**src/rtl/riscv_core_div_pkg.sv**
```systemverilog
// Shared encodings, FSM state type and per-operation context for the iterative divider.
package riscv_core_div_pkg;

    typedef enum logic [1:0] {
        OP_DIV  = 2'b00,
        OP_DIVU = 2'b01,
        OP_REM  = 2'b10,
        OP_REMU = 2'b11
    } div_op_e;

    typedef enum logic [1:0] {
        S_IDLE = 2'd0,
        S_CALC = 2'd1,
        S_DONE = 2'd2
    } div_state_e;

    // Everything the fixup stage needs to know about the accepted request.
    typedef struct packed {
        logic is_rem;
        logic word;
        logic neg_quo;
        logic neg_rem;
        logic by_zero;
        logic ovf;
    } div_ctx_t;

    function automatic logic op_is_signed(input logic [1:0] control);
        return (control == OP_DIV) || (control == OP_REM);
    endfunction

    function automatic logic op_is_rem(input logic [1:0] control);
        return (control == OP_REM) || (control == OP_REMU);
    endfunction

endpackage

```
**src/rtl/riscv_core_div_operand_prep.sv**
```systemverilog
// Combinational operand conditioning: width select, sign extraction, magnitudes and
// detection of the divide-by-zero and signed-overflow special cases.
module riscv_core_div_operand_prep
    import riscv_core_div_pkg::*;
#(
    parameter int XLEN = 64
) (
    input  logic [XLEN-1:0] src_a,
    input  logic [XLEN-1:0] src_b,
    input  logic [1:0]      control,
    input  logic            isword,
    output logic [XLEN-1:0] mag_a,
    output logic [XLEN-1:0] mag_b,
    output logic [XLEN-1:0] dividend,
    output logic            sign_a,
    output logic            sign_b,
    output logic            div_zero,
    output logic            overflow
);
    localparam int HALF = XLEN / 2;

    logic [XLEN-1:0] a_op;
    logic [XLEN-1:0] b_op;
    logic [XLEN-1:0] most_neg;
    logic [XLEN-1:0] all_ones;
    logic            signed_op;

    // NOTE: every output gets a value on every path before any override, so no latch is inferred.
    always_comb begin
        signed_op = op_is_signed(control);
        a_op      = isword ? {{HALF{1'b0}}, src_a[HALF-1:0]} : src_a;
        b_op      = isword ? {{HALF{1'b0}}, src_b[HALF-1:0]} : src_b;
        most_neg  = isword ? {{HALF{1'b0}}, 1'b1, {(HALF-1){1'b0}}} : {1'b1, {(XLEN-1){1'b0}}};
        all_ones  = isword ? {{HALF{1'b0}}, {HALF{1'b1}}} : {XLEN{1'b1}};

        sign_a = signed_op & (isword ? src_a[HALF-1] : src_a[XLEN-1]);
        sign_b = signed_op & (isword ? src_b[HALF-1] : src_b[XLEN-1]);

        mag_a = sign_a ? -a_op : a_op;
        mag_b = sign_b ? -b_op : b_op;
        // Negating a zero-extended word spills ones into the upper half; the magnitude is word-wide.
        if (isword) begin
            mag_a[XLEN-1:HALF] = '0;
            mag_b[XLEN-1:HALF] = '0;
        end

        dividend = a_op;
        div_zero = (b_op == '0);
        overflow = signed_op && (a_op == most_neg) && (b_op == all_ones);
    end

endmodule

```
**src/rtl/riscv_core_div_unit.sv**
```systemverilog
// Iterative restoring radix-2 divider for DIV/DIVU/REM/REMU and their W variants,
// one quotient bit per cycle, with valid/ready handshakes and flush.
module riscv_core_div_unit
    import riscv_core_div_pkg::*;
#(
    parameter int XLEN      = 64,
    parameter bit EARLY_OUT = 1'b1
) (
    input  logic            i_clk,
    input  logic            i_rst,
    input  logic            i_div_valid,
    output logic            o_div_ready,
    input  logic [XLEN-1:0] i_div_srcA,
    input  logic [XLEN-1:0] i_div_srcB,
    input  logic [1:0]      i_div_control,
    input  logic            i_div_isword,
    input  logic            i_div_flush,
    output logic            o_div_valid,
    input  logic            i_div_out_ready,
    output logic [XLEN-1:0] o_div_result
);
    localparam int HALF = XLEN / 2;
    localparam int CW   = $clog2(XLEN + 1);

    div_state_e      state;
    logic [CW-1:0]   count;
    logic [XLEN-1:0] quo;
    logic [XLEN-1:0] rem;
    logic [XLEN-1:0] divisor;
    logic [XLEN-1:0] dividend;
    div_ctx_t        ctx;
    logic            valid_q;
    logic [XLEN-1:0] result_q;

    logic [XLEN-1:0] prep_mag_a;
    logic [XLEN-1:0] prep_mag_b;
    logic [XLEN-1:0] prep_dividend;
    logic            prep_sign_a;
    logic            prep_sign_b;
    logic            prep_zero;
    logic            prep_ovf;

    logic [XLEN:0]   shifted;
    logic [XLEN:0]   trial;
    logic [XLEN-1:0] quo_fix;
    logic [XLEN-1:0] rem_fix;
    logic [XLEN-1:0] sel;
    logic [XLEN-1:0] fixed;
    logic            accept;

    riscv_core_div_operand_prep #(.XLEN(XLEN)) u_prep (
        .src_a    (i_div_srcA),
        .src_b    (i_div_srcB),
        .control  (i_div_control),
        .isword   (i_div_isword),
        .mag_a    (prep_mag_a),
        .mag_b    (prep_mag_b),
        .dividend (prep_dividend),
        .sign_a   (prep_sign_a),
        .sign_b   (prep_sign_b),
        .div_zero (prep_zero),
        .overflow (prep_ovf)
    );

    assign o_div_ready  = (state == S_IDLE) && !i_div_flush && !i_rst;
    assign accept       = i_div_valid && o_div_ready;
    assign o_div_valid  = valid_q;
    assign o_div_result = result_q;

    // Partial remainder is kept below the divisor, so one extra bit covers the shifted value.
    always_comb begin
        shifted = {rem, quo[XLEN-1]};
        trial   = shifted - {1'b0, divisor};
    end

    always_comb begin
        quo_fix = ctx.neg_quo ? -quo : quo;
        rem_fix = ctx.neg_rem ? -rem : rem;
        if (ctx.by_zero) begin
            quo_fix = '1;
            rem_fix = dividend;
        end else if (ctx.ovf) begin
            quo_fix = dividend;
            rem_fix = '0;
        end
        sel   = ctx.is_rem ? rem_fix : quo_fix;
        fixed = ctx.word ? {{HALF{sel[HALF-1]}}, sel[HALF-1:0]} : sel;
    end

    // NOTE: all state lives in this block and uses non-blocking assignments so every
    // register samples the pre-edge values of the others.
    always_ff @(posedge i_clk or posedge i_rst) begin
        if (i_rst) begin
            state    <= S_IDLE;
            count    <= '0;
            quo      <= '0;
            rem      <= '0;
            divisor  <= '0;
            dividend <= '0;
            ctx      <= '0;
            valid_q  <= 1'b0;
            result_q <= '0;
        end else if (i_div_flush) begin
            state    <= S_IDLE;
            count    <= '0;
            valid_q  <= 1'b0;
            result_q <= '0;
        end else begin
            unique case (state)
                S_IDLE: begin
                    if (accept) begin
                        // W dividends sit in the upper half so their MSB is shifted out first.
                        quo          <= i_div_isword ? {prep_mag_a[HALF-1:0], {HALF{1'b0}}} : prep_mag_a;
                        rem          <= '0;
                        divisor      <= prep_mag_b;
                        dividend     <= prep_dividend;
                        ctx.is_rem   <= op_is_rem(i_div_control);
                        ctx.word     <= i_div_isword;
                        ctx.neg_quo  <= prep_sign_a ^ prep_sign_b;
                        ctx.neg_rem  <= prep_sign_a;
                        ctx.by_zero  <= prep_zero;
                        ctx.ovf      <= prep_ovf;
                        if (EARLY_OUT && (prep_zero || prep_ovf)) begin
                            state <= S_DONE;
                            count <= '0;
                        end else begin
                            state <= S_CALC;
                            count <= i_div_isword ? CW'(HALF) : CW'(XLEN);
                        end
                    end
                end
                S_CALC: begin
                    if (!trial[XLEN]) begin
                        rem <= trial[XLEN-1:0];
                        quo <= {quo[XLEN-2:0], 1'b1};
                    end else begin
                        rem <= shifted[XLEN-1:0];
                        quo <= {quo[XLEN-2:0], 1'b0};
                    end
                    count <= count - 1'b1;
                    if (count == CW'(1)) begin
                        state <= S_DONE;
                    end
                end
                S_DONE: begin
                    // First DONE cycle registers the fixed-up result; later cycles wait for the consumer.
                    if (!valid_q) begin
                        valid_q  <= 1'b1;
                        result_q <= fixed;
                    end else if (i_div_out_ready) begin
                        valid_q  <= 1'b0;
                        result_q <= '0;
                        state    <= S_IDLE;
                    end
                end
                default: begin
                    state <= S_IDLE;
                end
            endcase
        end
    end

endmodule

```
**config.mk**
```make
export PLATFORM = sky130hd
export DESIGN_NAME = riscv_core_div_unit
export DESIGN_NICKNAME = d
export VERILOG_FILES = /design/src/rtl/riscv_core_div_pkg.sv /design/src/rtl/riscv_core_div_operand_prep.sv /design/src/rtl/riscv_core_div_unit.sv
export SDC_FILE = /design/constraint.sdc
export NUM_CORES = 2
export LEC_CHECK = 0
export ABC_AREA = 1
export CAP_MARGIN = 20
export CORE_MARGIN = 5
export CORE_UTILIZATION = 40
export DETAILED_ROUTE_END_ITERATION = 12
export GPL_TIMING_DRIVEN = 0
export SKIP_LAST_GASP = 1
export SLEW_MARGIN = 0
export SYNTH_ARGS = -nofsm -noshare
export SYNTH_HDL_FRONTEND = slang
export SYNTH_SLANG_ARGS = --single-unit
```
**constraint.sdc**
```tcl
create_clock -name i_clk -period 12.8 [get_ports i_clk]
set_input_delay 1.92 -clock i_clk [delete_from_list [all_inputs] [get_ports i_clk]]
set_output_delay 1.92 -clock i_clk [all_outputs]
set_load 0.005 [all_outputs]
```
== Word level (Yosys, flattened, before mapping) ==
Cells that the tools add are included.
Storage, ports and cells
  flip-flop bits (word level): 336
  logic and storage cells: 102
  output and inout bits: 66
  bits of input ports: 136
Operators by class
  reduce and logical (&&, ||, !) cells: 21
  bitwise operators: 4
  multiplexer cells: 44
  add/sub/neg operators: 6
  equality and inequality tests: 13
Operators with widths (count)
  64-bit 2-to-1 mux: 22
  64-bit negator: 4
  64-bit one-hot mux with 2 select lines: 2
  64-bit == test: 2
  65-bit by 64-bit subtractor with 65-bit output: 1
  64-bit zero test: 1
  32-bit 2-to-1 mux: 1
  7-bit 2-to-1 mux: 4
  3-bit inequality test, second input constant: 5
  7-bit one-hot mux with 2 select lines: 1
  2-bit 2-to-1 mux: 6
  7-bit by 1-bit == test with 1-bit output, second input constant: 1
  1-bit 2-to-1 mux: 7
  7-bit by 1-bit subtractor with 7-bit output, second input constant: 1
  2-bit == test, second input constant: 3
  2-bit one-hot mux with 3 select lines: 1
  3-bit AND reduction: 2
  1-bit logical AND: 5
  2-bit zero test: 2
  2-bit AND reduction: 2
  4-bit AND reduction: 1
  2-bit nonzero test: 2
  1-bit logical OR: 3
  3-bit nonzero test: 1
  other kinds (6): 8

== Logic depth before layout (Yosys ltp) ==
  word-level depth: 9
  mapped depth: 21
  mapped depth without buffers: 19

== Modules after synthesis ==
Synthesis repeated with hierarchy kept, for this count alone.
Unflattened totals
  cells, all modules: 5628
  area total of the unflattened synthesis: 32179.6 µm²
By module, submodules not included
  riscv_core_div_unit: times used 1, area each 26902.1 µm², seq. area each 8408.1 µm², cells an instance 4455
  riscv_core_div_operand_prep: times used 1, area each 5277.6 µm², seq. area each 0.0 µm², cells an instance 1173

== Worst setup path after synthesis ==
No wires, ideal clock.
  kind: in2out
  from: in i_div_flush
  to: out o_div_ready
  slack: 8675 ps
  arrival: 2205 ps
  required time: 10880 ps
  stages on the path: 3
  cell sequence: inv_2 > nand2_1 > nor3_2
On the way
  cells in the longest elaborated chain, start to end: 3
RTL lines
  from (decl): RTL line riscv_core_div_unit.sv:17  | input logic i_div_flush,
  1-bit zero test: RTL line riscv_core_div_unit.sv:65  | assign o_div_ready = (state == S_IDLE) && !i_div_flush && !i_rst;
  1-bit logical AND (2 in series): RTL line riscv_core_div_unit.sv:65
  to (decl): RTL line riscv_core_div_unit.sv:12  | output logic o_div_ready,
No other way between the ends.

== Final worst setup path ==
Same ends and word-level chain as after synthesis.

==> summary.txt <==
Status
  – Outcome: finished clean

Critical path
  – Critical path type: in2out
  – Data arrival time of the worst path: 3.28 ns
  – Worst Path Max Fanout: 5
  – Reg2reg setup slack: 9.39 ns
  – Startpoint types: input port
  – Setup crit end kind: primary output
  – Req. time, crit path: 10.88 ns

Timing
  – Min Tclk post-route: 5.20 ns
  – Worst clock skew: 0.0366 ns
  – Setup TNS: 0 ns
  – Actual slew at the worst max-slew pin: 1.16 ns
  – Fin. Hold Viols: 0
  – Max Clk Rate: 192 MHz
  – Hold slack: 0.477 ns
  – Period utilization: 0.406
  – RSZ-0062 raised after global routing: no
  – Slew Limit Headroom: 0.224
  – Final setup viols: 0
  – Slew Limit Fails: 0

Clocking
  – Hold buffer count at cts: 0
  – Root buffer cell: clkbuf_16
  – CTS buffer count: 43
  – Post-CTS setup repair buffer count: 0
  – Clock Latency Late Sink: 0.59 ns
  – CTS Sinks: 336
  – CTS tree: done
  – PostCTS Resize Cnt: 0
  – CTS clk-pin slew, worst paths: 0.06 ns
  – H-tree depth: 2
  – Max Buffers Root-to-Sink: 3

Synth
  – Seq/Total Area, Yosys: 0.267
  – Syn_nets: 5660
  – Synth Flop Type: dfrtp_1
  – Post-synth ARST share: 1.00
  – Gate count after technology mapping: 5452
  – Synth cell types: 53
  – Synthesized flop and latch total: 336
  – Synth warnings: 0
  – Syn avg cell area: 5.77 um2
  – EDFF count, synth: 0
  – Post-synthesis cell area: 31500 um2

Job
  – Maxcap violations: 0

Floorplanning
  – Die width: 291 um
  – Std cell rows: 102
  – I/O pin total: 202
  – DIE AREA: 84400 um2
  – Die height: 291 um
  – Core area: 77700 um2
  – Initial Util: 0.405

Global route
  – GRT overflow: 0
  – Antenna violations before repair: 13
  – Overall routing resource usage: 0.381
  – Vias in the first global route: 34.8k
  – First-pass GRT wire length: 239000 um
  – Largest net degree at the start of global routing: 124

Hold path
  – Worst Hold Class: reg2reg

Place
  – DP HPWL: 143000 um
  – Port-buffer cells: 201
  – Area after DPL: 34900 um2
  – GP Congestion: 1.05

Power
  – Static Leak: 19.2 nW
  – Power density over the cells: 171 nW/um2
  – Total power: 6.21 mW
  – VDD IR max: 0.100 mV

Route
  – Vias: 38.4k
  – Total Wirelength: 169000 um
  – # DRC: 0
  – Routed len/inst: 25.0 um
  – DR pass1 iterations: 6
  – Remaining antenna violation count: 0
  – DR vias/cell: 5.66
  – Initial DRC count: 4942

Final layout
  – Non-Filler Cell Area, Final: 36300 um2
  – Area grow syn2layout: 15.5%
  – Layout fillers: 8627
  – Layout cells sized above 1: 0.0426
  – Final net count: 5909
==> cell usage after synthesis, types with 21 or more instances <==
master | n | area [um2]
nand2_1 | 2006 | 7530
inv_1 | 707 | 2650
nand3_1 | 549 | 2750
nor2_1 | 536 | 2010
dfrtp_1 | 336 | 8410
o21ai_0 | 323 | 1620
a21oi_1 | 218 | 1090
clkbuf_1 | 115 | 432
ha_1 | 71 | 888
nor3_1 | 67 | 335
nand4_1 | 64 | 400
o211ai_1 | 39 | 293
xor2_1 | 39 | 342
nand3b_1 | 38 | 285
xnor2_1 | 37 | 324
buf_2 | 32 | 160
inv_2 | 28 | 105
nand2_2 | 28 | 175
buf_1 | 23 | 86.3
o221ai_1 | 23 | 201
o21ai_1 | 21 | 105
==> cell families (layout without fill, tap and decap cells) <==
logic type / Yosys count / after routing / share of synthesized area
flip-flops: 336 / 336 / 0.267
other: 0 / 4 / 0
XOR/XNOR: 76 / 76 / 0.0211
AND/OR/NAND/NOR: 3361 / 3361 / 0.448
AO/OA/AOI/OAI: 675 / 675 / 0.118
multiplexers: 1 / 1 / 0.000318
adder cells (fa/ha/maj): 72 / 72 / 0.0289
buffers and inverters: 931 / 1211 / 0.118
==> per-layer routing <==
metal / global-route usage / part of all wire / vias up / routed length [um]
li1: - / - / 17900 / -
met3: 0.111 / 0.12 / 300 / 20700
met1: 0.553 / 0.44 / 18000 / 74000
met4: 0.122 / 0.039 / 14 / 6550
met2: 0.545 / 0.40 / 2143 / 68100
met5: 0 / 0.00064 / - / 109
==> state kept, by name, summed over array words and instances (netlist names) <==
name	cells
dividend	64
divisor	64
count	7
o_div_result	64
rem	64
state	2
ctx	6
quo	64
o_div_valid	1
==> placed cells by master (no fill, tap or decap), drive strengths merged, types with 39 or more instances in the layout <==
master	n
a21oi	220
buf	80
clkbuf	172
clkdlybuf4s50	201
dfrtp	336
ha	71
inv	737
nand2	2041
nand3	568
nand4	64
nor2	554
nor3	69
o211ai	39
o21ai	345
xor2	39
==> critical path: stages <==
cell and delay, ns:
clkdlybuf4s50_1 0.47, inv_2 0.10, nand2_1 0.12, nor3_2 0.14, clkdlybuf4s50_1 0.53
==> path summary, 6_finish.rpt <==
path                                       start  cells past startpoint          endpoint
worst max-delay path                 i_div_flush                      5       o_div_ready
worst min-delay path            o_div_result[21]                      2  o_div_result[21]
worst max register to register           quo[63]                     18            rem[4]
worst min register to register  o_div_result[21]                      2  o_div_result[21]
max in group asynchronous                  i_rst                      4           rem[21]
min in group asynchronous                  i_rst                      2       o_div_valid
==> metrics by stage <==
step / setup WS [ns] / cells / utilization
final: 7.60 / 6776 / 0.468
after global placement: -3.27 / 6693 / 0.448
after global routing: 7.51 / 6772 / 0.468
after detailed placement: 7.35 / 6696 / 0.449
after floorplan: 1.57 / 5452 / -
after CTS: 7.59 / 6772 / 0.468
==> cell type report <==
class | count | area [um2] | share of cell area
diodes | 4 | 10.0 | 0.000275
repair buffers | 204 | 2080 | 0.0573
multi-input cells | 4185 | 19400 | 0.533
clock buffers | 55 | 1180 | 0.0325
well taps | 1040 | 1300 | 0.0358
flip-flops and latches | 336 | 8410 | 0.231
clock inverters | 21 | 279 | 0.00768
inverters | 736 | 2770 | 0.0762
plain buffers | 195 | 937 | 0.0258
==> power breakdown <==
| group | internal [mW] | switching (mW) | leakage, nW |
|---|---|---|---|
| logic | 0.883 | 2.40 | 14.2 |
| clock network | 0.774 | 0.520 | 0.718 |
| registers | 1.34 | 0.296 | 4.37 |
Power figures use the tool's default switching activity.
